$ cat config.mk
export PLATFORM = sky130hd
export DESIGN_NAME = tx_packet_arbiter
export DESIGN_NICKNAME = d
export VERILOG_FILES = /design/src/rtl/tx_arb_pkg.sv /design/src/rtl/tx_arb_rr_pick.sv /design/src/rtl/tx_packet_arbiter.sv
export SDC_FILE = /design/constraint.sdc
export NUM_CORES = 1
export LEC_CHECK = 0
export BUFFER_PORTS_ARGS = -buffer_cell sky130_fd_sc_hd__buf_2
export CAP_MARGIN = 30
export CORE_AREA = 2 2 423 425
export CTS_CLUSTER_DIAMETER = 100
export DETAILED_ROUTE_END_ITERATION = 16
export DIE_AREA = 0 0 425 427
export HOLD_SLACK_MARGIN = 0.02
export PLACE_DENSITY = 0.34
export RECOVER_POWER = 100
export REMOVE_ABC_BUFFERS = 1
export SETUP_SLACK_MARGIN = 0.3
export SYNTH_ARGS = -nofsm -noshare
export SYNTH_HDL_FRONTEND = slang
export SYNTH_SLANG_ARGS = --single-unit
$ cat constraint.sdc
create_clock -name clk -period 13 [get_ports clk]
set_clock_uncertainty 0.2 [all_clocks]
set_input_delay 1.3 -clock clk [delete_from_list [all_inputs] [get_ports clk]]
set_output_delay 1.3 -clock clk [all_outputs]
set_load 0.1 [all_outputs]
$ cat src/rtl/tx_arb_pkg.sv
// ============================================================================
// Module      : tx_arb_pkg
// Description : Shared widths, channel indices and FSM encoding for the
//               DoCE TX packet arbiter.
// Revision    : 1.0 - initial release
// ============================================================================
`default_nettype none

package tx_arb_pkg;

  localparam int DEF_DATA_W = 128;
  localparam int DEF_CONN_W = 4;
  localparam int DEF_BYTE_W = 13;

  localparam int AW      = 4;
  localparam int AR      = 3;
  localparam int R       = 2;
  localparam int B       = 1;
  localparam int BARRIER = 0;

  typedef enum logic [0:0] {
    IDLE   = 1'b0,
    LOCKED = 1'b1
  } arb_state_e;

endpackage

`default_nettype wire

$ cat src/rtl/tx_arb_rr_pick.sv
// ============================================================================
// Module      : tx_arb_rr_pick
// Description : Combinational round-robin picker; first request above the
//               pointer wins, wrapping modulo NUM_CH.
// Revision    : 1.0 - initial release
// ============================================================================
`default_nettype none

module tx_arb_rr_pick
  import tx_arb_pkg::*;
#(
  parameter int NUM_CH = 5,
  parameter int PTR_W  = $clog2(NUM_CH)
) (
  input  logic [NUM_CH-1:0] i_req,
  input  logic [PTR_W-1:0]  i_ptr,
  output logic [NUM_CH-1:0] o_gnt,
  output logic              o_any
);

  logic             w_found;
  logic [PTR_W-1:0] w_idx;

  always_comb begin
    o_gnt   = '0;
    w_found = 1'b0;
    w_idx   = '0;
    for (int k = 1; k <= NUM_CH; k++) begin
      w_idx = PTR_W'((int'(i_ptr) + k) % NUM_CH);
      if (!w_found && i_req[w_idx]) begin
        o_gnt[w_idx] = 1'b1;
        w_found      = 1'b1;
      end
    end
  end

  assign o_any = |i_req;

endmodule

`default_nettype wire

$ cat src/rtl/tx_packet_arbiter.sv
// ============================================================================
// Module      : tx_packet_arbiter
// Description : N-channel packet arbiter (strict-priority + round-robin) with
//               a registered output stage. Macro TX_ARB_STATS_EN adds
//               per-channel completed-packet counters.
// Revision    : 1.0 - initial release
// ============================================================================
`default_nettype none

module tx_packet_arbiter
  import tx_arb_pkg::*;
#(
  parameter int NUM_CH  = 5,
  parameter int DATA_W  = DEF_DATA_W,
  parameter int KEEP_W  = DATA_W / 8,
  parameter int CONN_W  = DEF_CONN_W,
  parameter int BYTE_W  = DEF_BYTE_W,
  parameter int PRIO_CH = 0,
  parameter int CNT_W   = 16
) (
  input  logic                       clk,
  input  logic                       reset,
  input  logic [NUM_CH-1:0]          s_valid,
  output logic [NUM_CH-1:0]          s_ready,
  input  logic [NUM_CH*DATA_W-1:0]   s_data,
  input  logic [NUM_CH*KEEP_W-1:0]   s_keep,
  input  logic [NUM_CH-1:0]          s_last,
  input  logic [NUM_CH*CONN_W-1:0]   s_conn_id,
  input  logic [NUM_CH*BYTE_W-1:0]   s_byte_num,
  output logic                       m_valid,
  input  logic                       m_ready,
  output logic [DATA_W-1:0]          m_data,
  output logic [KEEP_W-1:0]          m_keep,
  output logic                       m_last,
  output logic [CONN_W-1:0]          m_conn_id,
  output logic [BYTE_W-1:0]          m_byte_num,
  output logic [NUM_CH-1:0]          grant,
  input  logic                       stats_clr,
  output logic [NUM_CH*CNT_W-1:0]    pkt_count
);

  localparam int PTR_W = $clog2(NUM_CH);
  // All-zero when PRIO_CH == NUM_CH, which disables the priority channel.
  localparam logic [NUM_CH-1:0] c_prio_onehot = NUM_CH'(1) << PRIO_CH;

  arb_state_e          r_state;
  arb_state_e          w_state_nxt;
  logic [NUM_CH-1:0]   r_grant;
  logic [PTR_W-1:0]    r_rr_ptr;
  logic [NUM_CH-1:0]   w_rr_gnt;
  logic [NUM_CH-1:0]   w_win;
  logic                w_any;
  logic                w_prio_req;
  logic                w_out_free;
  logic                w_accept;
  logic                w_eop;

  logic [DATA_W-1:0]   w_sel_data;
  logic [KEEP_W-1:0]   w_sel_keep;
  logic                w_sel_last;
  logic [CONN_W-1:0]   w_sel_conn;
  logic [BYTE_W-1:0]   w_sel_bytes;
  logic [PTR_W-1:0]    w_gidx;

  logic                r_m_valid;
  logic [DATA_W-1:0]   r_m_data;
  logic [KEEP_W-1:0]   r_m_keep;
  logic                r_m_last;
  logic [CONN_W-1:0]   r_m_conn;
  logic [BYTE_W-1:0]   r_m_bytes;

  tx_arb_rr_pick #(
    .NUM_CH (NUM_CH),
    .PTR_W  (PTR_W)
  ) u_rr_pick (
    .i_req (s_valid),
    .i_ptr (r_rr_ptr),
    .o_gnt (w_rr_gnt),
    .o_any (w_any)
  );

  assign w_prio_req = |(s_valid & c_prio_onehot);
  assign w_win      = w_prio_req ? c_prio_onehot : w_rr_gnt;

  always_comb begin
    w_sel_data  = '0;
    w_sel_keep  = '0;
    w_sel_last  = 1'b0;
    w_sel_conn  = '0;
    w_sel_bytes = '0;
    w_gidx      = '0;
    for (int i = 0; i < NUM_CH; i++) begin
      if (r_grant[i]) begin
        w_sel_data  = s_data[i*DATA_W +: DATA_W];
        w_sel_keep  = s_keep[i*KEEP_W +: KEEP_W];
        w_sel_last  = s_last[i];
        w_sel_conn  = s_conn_id[i*CONN_W +: CONN_W];
        w_sel_bytes = s_byte_num[i*BYTE_W +: BYTE_W];
        w_gidx      = PTR_W'(i);
      end
    end
  end

  assign w_accept = |(s_valid & s_ready);
  assign w_eop    = w_accept & w_sel_last;

  always_ff @(posedge clk or posedge reset) begin
    if (reset) r_state <= IDLE;
    else       r_state <= w_state_nxt;
  end

  always_comb begin
    w_state_nxt = r_state;
    case (r_state)
      IDLE:    if (w_any) w_state_nxt = LOCKED;
      LOCKED:  if (w_eop) w_state_nxt = IDLE;
      default: w_state_nxt = IDLE;
    endcase
  end

  always_comb begin
    w_out_free = !r_m_valid || m_ready;
    s_ready    = '0;
    if (r_state == LOCKED && w_out_free) s_ready = r_grant;
  end

  // Priority packets leave the round-robin pointer untouched.
  always_ff @(posedge clk or posedge reset) begin
    if (reset) begin
      r_grant  <= '0;
      r_rr_ptr <= PTR_W'(NUM_CH - 1);
    end else if (r_state == IDLE) begin
      r_grant <= w_win;
    end else if (w_eop) begin
      r_grant <= '0;
      if ((r_grant & c_prio_onehot) == '0) r_rr_ptr <= w_gidx;
    end
  end

  always_ff @(posedge clk or posedge reset) begin
    if (reset) begin
      r_m_valid <= 1'b0;
      r_m_data  <= '0;
      r_m_keep  <= '0;
      r_m_last  <= 1'b0;
      r_m_conn  <= '0;
      r_m_bytes <= '0;
    end else if (w_accept) begin
      r_m_valid <= 1'b1;
      r_m_data  <= w_sel_data;
      r_m_keep  <= w_sel_keep;
      r_m_last  <= w_sel_last;
      r_m_conn  <= w_sel_conn;
      r_m_bytes <= w_sel_bytes;
    end else if (m_ready) begin
      r_m_valid <= 1'b0;
    end
  end

  assign m_valid    = r_m_valid;
  assign m_data     = r_m_data;
  assign m_keep     = r_m_keep;
  assign m_last     = r_m_last;
  assign m_conn_id  = r_m_conn;
  assign m_byte_num = r_m_bytes;
  assign grant      = r_grant;

`ifdef TX_ARB_STATS_EN
  generate
    for (genvar gi = 0; gi < NUM_CH; gi++) begin : g_stats
      logic [CNT_W-1:0] r_cnt;
      always_ff @(posedge clk or posedge reset) begin
        if (reset)                       r_cnt <= '0;
        else if (stats_clr)              r_cnt <= '0;
        else if (w_eop && r_grant[gi])   r_cnt <= r_cnt + 1'b1;
      end
      assign pkt_count[gi*CNT_W +: CNT_W] = r_cnt;
    end
  endgenerate
`else
  logic w_unused_stats_clr;
  assign w_unused_stats_clr = stats_clr;
  assign pkt_count          = '0;
`endif

endmodule

`default_nettype wire

==> impl_metrics.toml, run 1 <==
[run_status]
status = "finished, violations left"
violations = "capacitance limit, slew limit"

[global_routing]
grt_pass1_wl_mm = 151.5
grt_overflow = 0
grt_usage_pct = 12.37
antenna_found_initial = 110
grt_max_degree = 169
grt_pass1_vias = 16700

[timing]
tightestPinTransition_ns = 4.139
slew_viol_final = 620
slew_headroom_pct = -176.0
rsz0062_at_grt = "false"
hold_viol_final = 0
post-route-period-util_pct = 60.71
setup-violations-final = 0
fmax_mhz = 126.7
period_needed_ns = 7.893

[critical_path]
crit_fanout = 67
reg2reg_to = "m_data[71]"
startpoint = "grant[2]"
critical_path_class = "flop to flop"
cp_cell_sequence = "nor2b_4 > buf_4 > clkbuf_1 > clkbuf_1 > a22oi_1 > nor2_1 > a221oi_1 > nor2_1 > a21oi_1 > o21ai_0"
end_kind = "flop"
reg2regPathDepth = 10
reg2reg_from = "grant[2]"
endpoint = "m_data[71]"
cp_num_buf_inv = 3
arrival_ns = 8.08
cpPeakStageDelay_ns = 2.47
worstPathRequired_ns = 13.19
startpoint_type = "flop"
rrSetupSlack_ns = 5.11
crit_cells = 10
slowest_stage = "clkbuf_1"
crit_family = "buffers and inverters"

[clocking]
clkTransAtPathRegs_ns = 0.07
htreeDepth = 4
cts_resized = 0
numCtsBuffers = 17
clk_root_buffer_cell = "clkbuf_16"
cts_setup_buffers = 0
cts_tree = "built"
clockBufferDepth = 2
hold_buffers = 0
cts_sinks = 172
worstSkewPairLatency_ns = 0.52

[logic_synthesis]
synth_edf_count = 0
synth-main-ff-cell = "dfrtp_1"
ys_warn_count = 0
async_flop_share_pct = 100.0
syn_area_um2 = 13960
avgSynthCellArea_um2 = 7.448
ys_seq_area_share_pct = 30.84
synthCells = 1874
synth.ff_latch_count = 172
synth_cell_type_count = 85

[finish]
layout-drive-gt1-share_pct = 32.85
final_common_cell = "buf_2"
area_growth_pct = 54.16
final_cell_mix = "buf_2, nor2_1, clkbuf_1"
final_util_pct = 12.14
nNetsFinal = 3571

[power]
p_leak_nw = 9.384
powerDensity_nw_per_um2 = 264.7
ir_worst_vdd_mv = 0.1567
fin_total_pwr_mw = 5.696

[drt]
wl_per_cell_um = 23.29
vias = 18350
ant_nets = 0
via_per_inst = 3.590
drt_wl_total_mm = 119.0
post-route-drc-count = 0
drt_iter0_drc = 1031
dr.pass1.iters = 6

[min_path]
hold_class = "flop to flop"
hold_depth = 2

[floorplanning]
design.die.area_um2 = 181500
initial_core_util_pct = 7.875
die_x_um = 425
fp.dieH_um = 427
ios = 1072
rows = 155
coreArea_um2 = 177300

[place]
hpwl_mm = 100.6
port_buffers = 990
gp_congestion = 0.8627

[run]
drv_cap = 20
==> flip-flops by register name (all words and copies together), names as in the netlist <==
| name | flops |
|---|---|
| r_state | 1 |
| m_byte_num | 13 |
| m_keep | 16 |
| grant | 5 |
| m_last | 1 |
| m_data | 128 |
| m_valid | 1 |
| m_conn_id | 4 |
| r_rr_ptr | 3 |
==> cell families after synthesis <==
logic type               count (synthesis)  share of synthesized area, %
AO/OA/AOI/OAI                          749                         36.26
other                                    1                       0.02687
adder cells (fa/ha/maj)                 22                         1.972
flip-flops                             172                         30.84
AND/OR/NAND/NOR                        621                         18.88
multiplexers                            16                         1.389
XOR/XNOR                                 9                        0.6723
buffers and inverters                  284                         9.959
==> cell usage after synthesis (all sizes together), types with 10 or more instances <==
cell type,n,share of area [%]
nor2,340,9.2
nand2,182,4.9
o21ai,178,6.4
a21oi,173,6.3
dfrtp,171,31
a22oi,163,8.8
a221oi,162,10
clkbuf,158,4.2
buf,104,5.1
ha,22,2.0
inv,19,0.51
nand2b,13,0.58
nand3,13,0.47
nor3,13,0.47
and3,11,0.49
mux2i,10,0.72
==> tightest hold or removal path, stage by stage (launching register included) <==
cell	delay, ns
dfrtp_1	0.34
nand2_1	0.04
o21ai_0	0.06
==> stage by stage <==
stage / hold slack, ns / TNS [ns] / instance area, um^2 / setup WS, ns / std cells
after floorplan: 0.3483 / -1338.02 / 12950 / -8.257 / 1691
after global placement: 0.2587 / 0 / 21150 / 7.807 / 5064
after detailed placement: 0.2639 / 0 / 21160 / 7.794 / 5065
after CTS: 0.2828 / 0 / 21760 / 7.804 / 5097
after global routing: 0.3044 / 0 / 21490 / 4.303 / 5101
final: 0.2804 / 0 / 21520 / 5.107 / 5112
==> worst min path at each step <==
stage                      from           to
global placement     m_data[43]   m_data[43]
global route        m_data[126]  m_data[126]
floorplan               r_state     grant[0]
detailed placement   m_data[43]   m_data[43]
CTS                  m_data[43]   m_data[43]
finish               m_data[73]   m_data[73]
==> final cells by class <==
type	instances	area, um^2
fillers	20910	155700
clock buffers	21	470.5
diodes	14	35.03
repair buffers	1020	4975
inverters	22	83.83
multi-input cells	1497	8566
flip-flops and latches	172	4309
clock inverters	11	132.6
well taps	2355	2947
==> per-layer routing <==
metal  vias to the layer above  wire length [um]  GRT usage [%]
met5                         -               577              0
met4                        88              2331          2.435
met3                       246             12100          4.993
met2                       812             58690          21.57
met1                      8712             45340          14.16
li1                       8492                 -              -
==> report_power, final <==
| group | total, mW | internal (mW) | switching, mW |
|---|---|---|---|
| combinational | 4.28 | 1.02 | 3.25 |
| sequential | 0.839 | 0.697 | 0.141 |
| clock | 0.583 | 0.300 | 0.282 |
| total | 5.70 | 2.02 | 3.68 |
Power figures use the tool's default switching activity.
==> run 2: changes to the inputs <==
Settings changed: CORE_AREA 2 2 423 425 to 2 2 413 415, DIE_AREA 0 0 425 427 to 0 0 415 417, PLACE_DENSITY 0.34 to 0.35.
Clock period 13 ns to 8.17 ns, I/O delays scaled along.
==> run 2 against run 1 <==
The flow still finishes with violations (capacitance limit, slew limit). Fmax up 36%. Hold slack worse by 0.0014 ns. First-iteration DRC count up 24%. Register-to-register slack worse by 2.7 ns. Die area decreased by 4.6%. Core utilization rose by 0.52 points. Non-clock buffer count stayed put. Count of clock-buffer cells in the layout down 4. Wire length decreased by 6.3%. Sequential share of layout area is 0.18 points higher. Largest cell class unchanged. Highest routed layer unchanged.
==> impl_metrics.toml, run 2 (same netlist as run 1, synthesis figures left out) <==
[clocking]
cts_setup_buffers = 0
worstSkewPairLatency_ns = 0.50
hold_buffers = 0
cts_tree = "built"
clockBufferDepth = 2
clk_root_buffer_cell = "clkbuf_16"
clkTransAtPathRegs_ns = 0.08
cts_resized = 0
htreeDepth = 4
cts_sinks = 172
numCtsBuffers = 17

[timing]
rsz0062_at_grt = "false"
hold_viol_final = 0
slew_viol_final = 389
post-route-period-util_pct = 70.97
hold_ws_ns = 0.2790
tightestPinTransition_ns = 4.186
fmax_mhz = 172.5
slew_headroom_pct = -180.6
period_needed_ns = 5.798
setup-violations-final = 0

[drt]
wl_per_cell_um = 22.45
post-route-drc-count = 0
vias = 18100
ant_nets = 0
drt_wl_total_mm = 111.6
drt_iter0_drc = 1278
via_per_inst = 3.643
dr.pass1.iters = 5

[floorplanning]
design.die.area_um2 = 173100
fp.dieH_um = 417
initial_core_util_pct = 8.283
die_x_um = 415
rows = 151
ios = 1072
coreArea_um2 = 168500

[power]
ir_worst_vdd_mv = 0.1766
p_leak_nw = 9.421
fin_total_pwr_mw = 8.969
powerDensity_nw_per_um2 = 420.3

[critical_path]
startpoint_type = "flop"
arrival_ns = 5.90
critical_path_class = "flop to flop"
worstPathRequired_ns = 8.28
end_kind = "flop"
crit_fanout = 88

[global_routing]
grt_pass1_vias = 17230
grt_overflow = 0
grt_pass1_wl_mm = 147.1
antenna_found_initial = 77
grt_usage_pct = 12.29
grt_max_degree = 142

[finish]
area_growth_pct = 52.90
fillCellCount = 19810
layout-drive-gt1-share_pct = 33.36
largest_register_ffs = 128
final_cell_mix = "buf_2, nor2_1, nand2_1"
multi_input_area_um2 = 8566
register_area_um2 = 4313
nNetsFinal = 3571
final_common_cell = "buf_2"

[run_status]
violations = "capacitance limit, slew limit"
status = "finished, violations left"

[run]
drv_cap = 10

[place]
hpwl_mm = 93.35
gp_congestion = 0.8805
port_buffers = 990

[min_path]
hold_class = "flop to flop"
[run 2: cell count changes in the layout (fill, tap and decap cells not counted), moves of 2 or more]
cell,change
diode_2,-6
inv_6,+2
clkinv_8,+3
clkbuf_8,-3
clkinvlp_4,-3
buf_4,+12
clkinv_4,+2
buf_12,-2
clkbuf_2,+2
clkbuf_1,-13
[run 2: per-layer routing]
layer | global-route usage (%) | vias to the layer above | part of all wire [%]
met5 | 0 | - | 0.37
met3 | 3.931 | 154 | 8.2
li1 | - | 8492 | -
met1 | 14.72 | 8630 | 40
met4 | 2.344 | 64 | 1.5
met2 | 21.46 | 762 | 50
[run 2: metrics by stage]
stage	worst slack (ns)	area (um^2)	utilization (%)	setup TNS (ns)	cells
3_5_place_dp	2.710	20970	12.44	0	4929
2_1_floorplan	-13.09	12950	-	-2165.58	1691
6_report	2.372	21340	12.66	0	4969
4_1_cts	2.679	21570	12.80	0	4961
5_1_grt	1.546	21330	12.65	0	4963
3_3_place_gp	2.686	20970	12.44	0	4929
[run 2: final timing paths]
kind / slack [ns] / startpoint / depth (start not counted) / endpoint
max reg2reg: 2.37 / grant[2] / 4 / m_data[51]
min reg2reg: 0.28 / m_data[24] / 2 / m_data[24]
max: 2.37 / grant[2] / 4 / m_data[51]
min in group asynchronous: 1.36 / reset / 2 / m_byte_num[4]
min: 0.28 / m_data[24] / 2 / m_data[24]
max in group asynchronous: 4.29 / reset / 3 / m_data[113]
[run 2: worst max-delay path, cell delays in order, from the launching register on]
cell and delay, ns:
dfrtp_1 0.91, a222oi_1 0.56, a21o_1 1.99, clkbuf_2 1.49
o21ai_0 0.29
[run 2: cell type report]
class                           instances  share of cell area [%]
Antenna cell                            8                 0.09380
Inverter                               22                  0.3928
Timing Repair Buffer                 1020                   23.35
Clock buffer                           17                   1.993
Tap cell                             2218                   13.00
Multi-Input combinational cell       1497                   40.14
Clock inverter                         15                  0.8208
Sequential cell                       172                   20.21
[run 2: where the power goes]
part           leakage (nW)  internal [mW]  switching [mW]
registers              2.28           1.11           0.200
logic                  6.85           1.60            5.14
clock network         0.291          0.437           0.483
==> run 3: changes to the inputs <==
Settings changed: ABC_AREA set to 1, CORE_AREA 2 2 413 415 to 2 2 423 425, DIE_AREA 0 0 415 417 to 0 0 425 427.
Clock period 8.17 ns to 5.3 ns, I/O delays scaled along.
==> run 3 against run 2 <==
The flow still finishes with violations (capacitance limit, slew limit). Area after synthesis grew 0.30%. First-iteration DRC count grew 33%. Critical path depth grew 3. Flip-flop and latch count is the same. Core utilization grew 0.27 points. Largest power group unchanged.
==> impl_metrics.toml, run 3 <==
[logic_synthesis]
synth.ff_latch_count = 172
avgSynthCellArea_um2 = 6.680
synth-main-ff-cell = "dfrtp_1"
syn_area_um2 = 14000
synth_edf_count = 0
synth_xor_area_share_pct = 0.1787
synthCells = 2096
yosys.area_share.simple_pct = 30.42
synth_compound_area_share_pct = 25.98
async_flop_share_pct = 100.0
ys_warn_count = 0
synth_top_family_by_area = "simple AND/OR/NAND/NOR gates"
synthMuxAreaShare_pct = 0
ys_seq_area_share_pct = 30.75
synth_top_area_cell = "dfrtp_1"
yosysMostFrequentCell = "nand2_1"
synth_top_area_share_pct = 30.56
synth.area.top_cells = "dfrtp_1, nand2_1, a221o_1"
synthAdderAreaFrac_pct = 1.966
synth_commonest_cells = "nand2_1, nor2_1, dfrtp_1"
synth_cell_type_count = 42

[place]
hpwl_mm = 106.5
place_worst_setup_slack_ns = 1.348
gp_congestion = 0.9168
port_buffers = 990

[critical_path]
startpoint_type = "flop"
rrSetupSlack_ns = 0.78
arrival_ns = 4.78
cpPeakStageDelay_ns = 1.71
reg2reg_to = "m_keep[12]"
timing.critical_path.mode_cell = "nand2_1"
worstPathRequired_ns = 5.56
reg2regPathDepth = 7
reg2reg_from = "grant[2]"
critical_path_class = "flop to flop"
slowest_stage = "dfrtp_1"
cp_cell_sequence = "buf_4 > nand2_1 > a21oi_1 > clkbuf_1 > a221o_1 > nand2_1 > a31oi_1"
crit_fanout = 53
end_kind = "flop"

[drt]
wl_per_cell_um = 23.71
via_per_inst = 3.614
dr.pass1.iters = 6
ant_nets = 0
vias = 19780
post-route-drc-count = 0
drt_wl_total_mm = 129.8
drt_iter0_drc = 1701

[clocking]
worstSkewPairLatency_ns = 0.56
clockBufferDepth = 2
cts_resized = 0
htreeDepth = 4
cts_tree = "built"
clkTransAtPathRegs_ns = 0.09
cts_sinks = 172
clk_root_buffer_cell = "clkbuf_16"
numCtsBuffers = 17

[floorplanning]
die_x_um = 425
ios = 1072
fp.dieH_um = 427
rows = 155
design.die.area_um2 = 181500
initial_core_util_pct = 7.899
coreArea_um2 = 177300

[min_path]
holdCritStartpoint = "s_data[621]"
hold-path-endpoint = "m_data[109]"
hold_class = "primary input to flop"
hold_depth = 3

[global_routing]
grt_overflow = 0
grt_usage_pct = 13.57
grt_pass1_wl_mm = 164.6
grt_pass1_vias = 18160
antenna_found_initial = 91
grt_max_degree = 141

[finish]
layout-drive-gt1-share_pct = 30.09
area_growth_pct = 63.74
final_util_pct = 12.93
nNetsFinal = 3932
final_common_cell = "buf_2"
fillCellCount = 21030
final_cell_mix = "buf_2, nand2_1, nor2_1"
largest_register_ffs = 128

[timing]
fmax_mhz = 221.2
setup-violations-final = 0
slew_viol_final = 187
tns_ns = 0
finalWorstSetupSlack_ns = 0.7792
rsz0062_at_grt = "false"
tightestPinTransition_ns = 2.121
hold_ws_ns = 0.07827
hold_viol_final = 0
period_needed_ns = 4.521
post-route-period-util_pct = 85.30
slew_headroom_pct = -41.37

[power]
ir_worst_vdd_mv = 0.3478
p_leak_nw = 9.816
powerDensity_nw_per_um2 = 796.0

[run_status]
status = "finished, violations left"
violations = "capacitance limit, slew limit"

[run]
drv_cap = 15
run 3: critical path: cells and delay by family (launching register included):
family / cells / cell delay [ns]
flip-flops: 1 / 1.71
buffers and inverters: 2 / 1.47
AO/OA/AOI/OAI: 3 / 0.60
AND/OR/NAND/NOR: 2 / 0.25
run 3: kinds of logic (layout without fill, tap and decap cells):
| family | count (synthesis) | count (layout) |
|---|---|---|
| buffers and inverters | 309 | 1238 |
| adder cells (fa/ha/maj) | 22 | 22 |
| XOR/XNOR | 2 | 2 |
| other | 1 | 95 |
| flip-flops | 172 | 172 |
| AO/OA/AOI/OAI | 527 | 527 |
| AND/OR/NAND/NOR | 1063 | 1063 |
run 3: repair_timing:
| item | 4_1_cts | 5_1_grt |
|---|---|---|
| endpoints found under the hold margin | 182 | 0 |
| setup buffers | 0 | 0 |
| setup endpoints to repair | 0 | 0 |
| hold buffers | 118 | 0 |
run 3: through the flow:
step	std cells	area (um^2)	total power, mW
4_1_cts	5459	23130	18.66
3_5_place_dp	5309	21340	16.92
6_report	5474	22920	18.25
5_1_grt	5463	22900	19.50
2_1_floorplan	1932	13050	12.64
3_3_place_gp	5309	21340	16.91
run 3: per-layer routing:
layer / routed length, um / part of all wire [%] / up-vias / global-route usage, %
met1: 52220 / 40 / 9614 / 16.35
met2: 62170 / 48 / 854 / 22.27
met5: 413 / 0.32 / - / 0
met3: 12130 / 9.3 / 196 / 5.508
li1: - / - / 9068 / -
met4: 2849 / 2.2 / 52 / 3.398
run 3: how the worst max path moves through the flow:
| stage | start | end | slack [ns] |
|---|---|---|---|
| 5_1_grt | grant[2] | grant[2] | 0.53 |
| 2_1_floorplan | grant[3] | m_byte_num[6] | -10.25 |
| 6_report | grant[2] | m_keep[12] | 0.78 |
| 3_5_place_dp | r_rr_ptr[0] | grant[2] | 1.35 |
| 3_3_place_gp | r_rr_ptr[0] | grant[3] | 1.31 |
| 4_1_cts | r_rr_ptr[0] | grant[2] | 1.32 |
run 3: power by group:
group / switching, mW / internal, mW
registers: 0.543 / 2.03
logic: 11.1 / 3.02
clock network: 0.805 / 0.728
run 3: layout make-up:
class / count / area (um^2) / area share [%]
Timing Repair Buffer: 1140 / 6237 / 27.21
Antenna cell: 15 / 37.54 / 0.1637
Tap cell: 2355 / 2947 / 12.85
Clock buffer: 18 / 439.2 / 1.916
Multi-Input combinational cell: 1694 / 8509 / 37.12
Inverter: 66 / 265.3 / 1.157
Sequential cell: 172 / 4313 / 18.81
Clock inverter: 14 / 176.4 / 0.7696
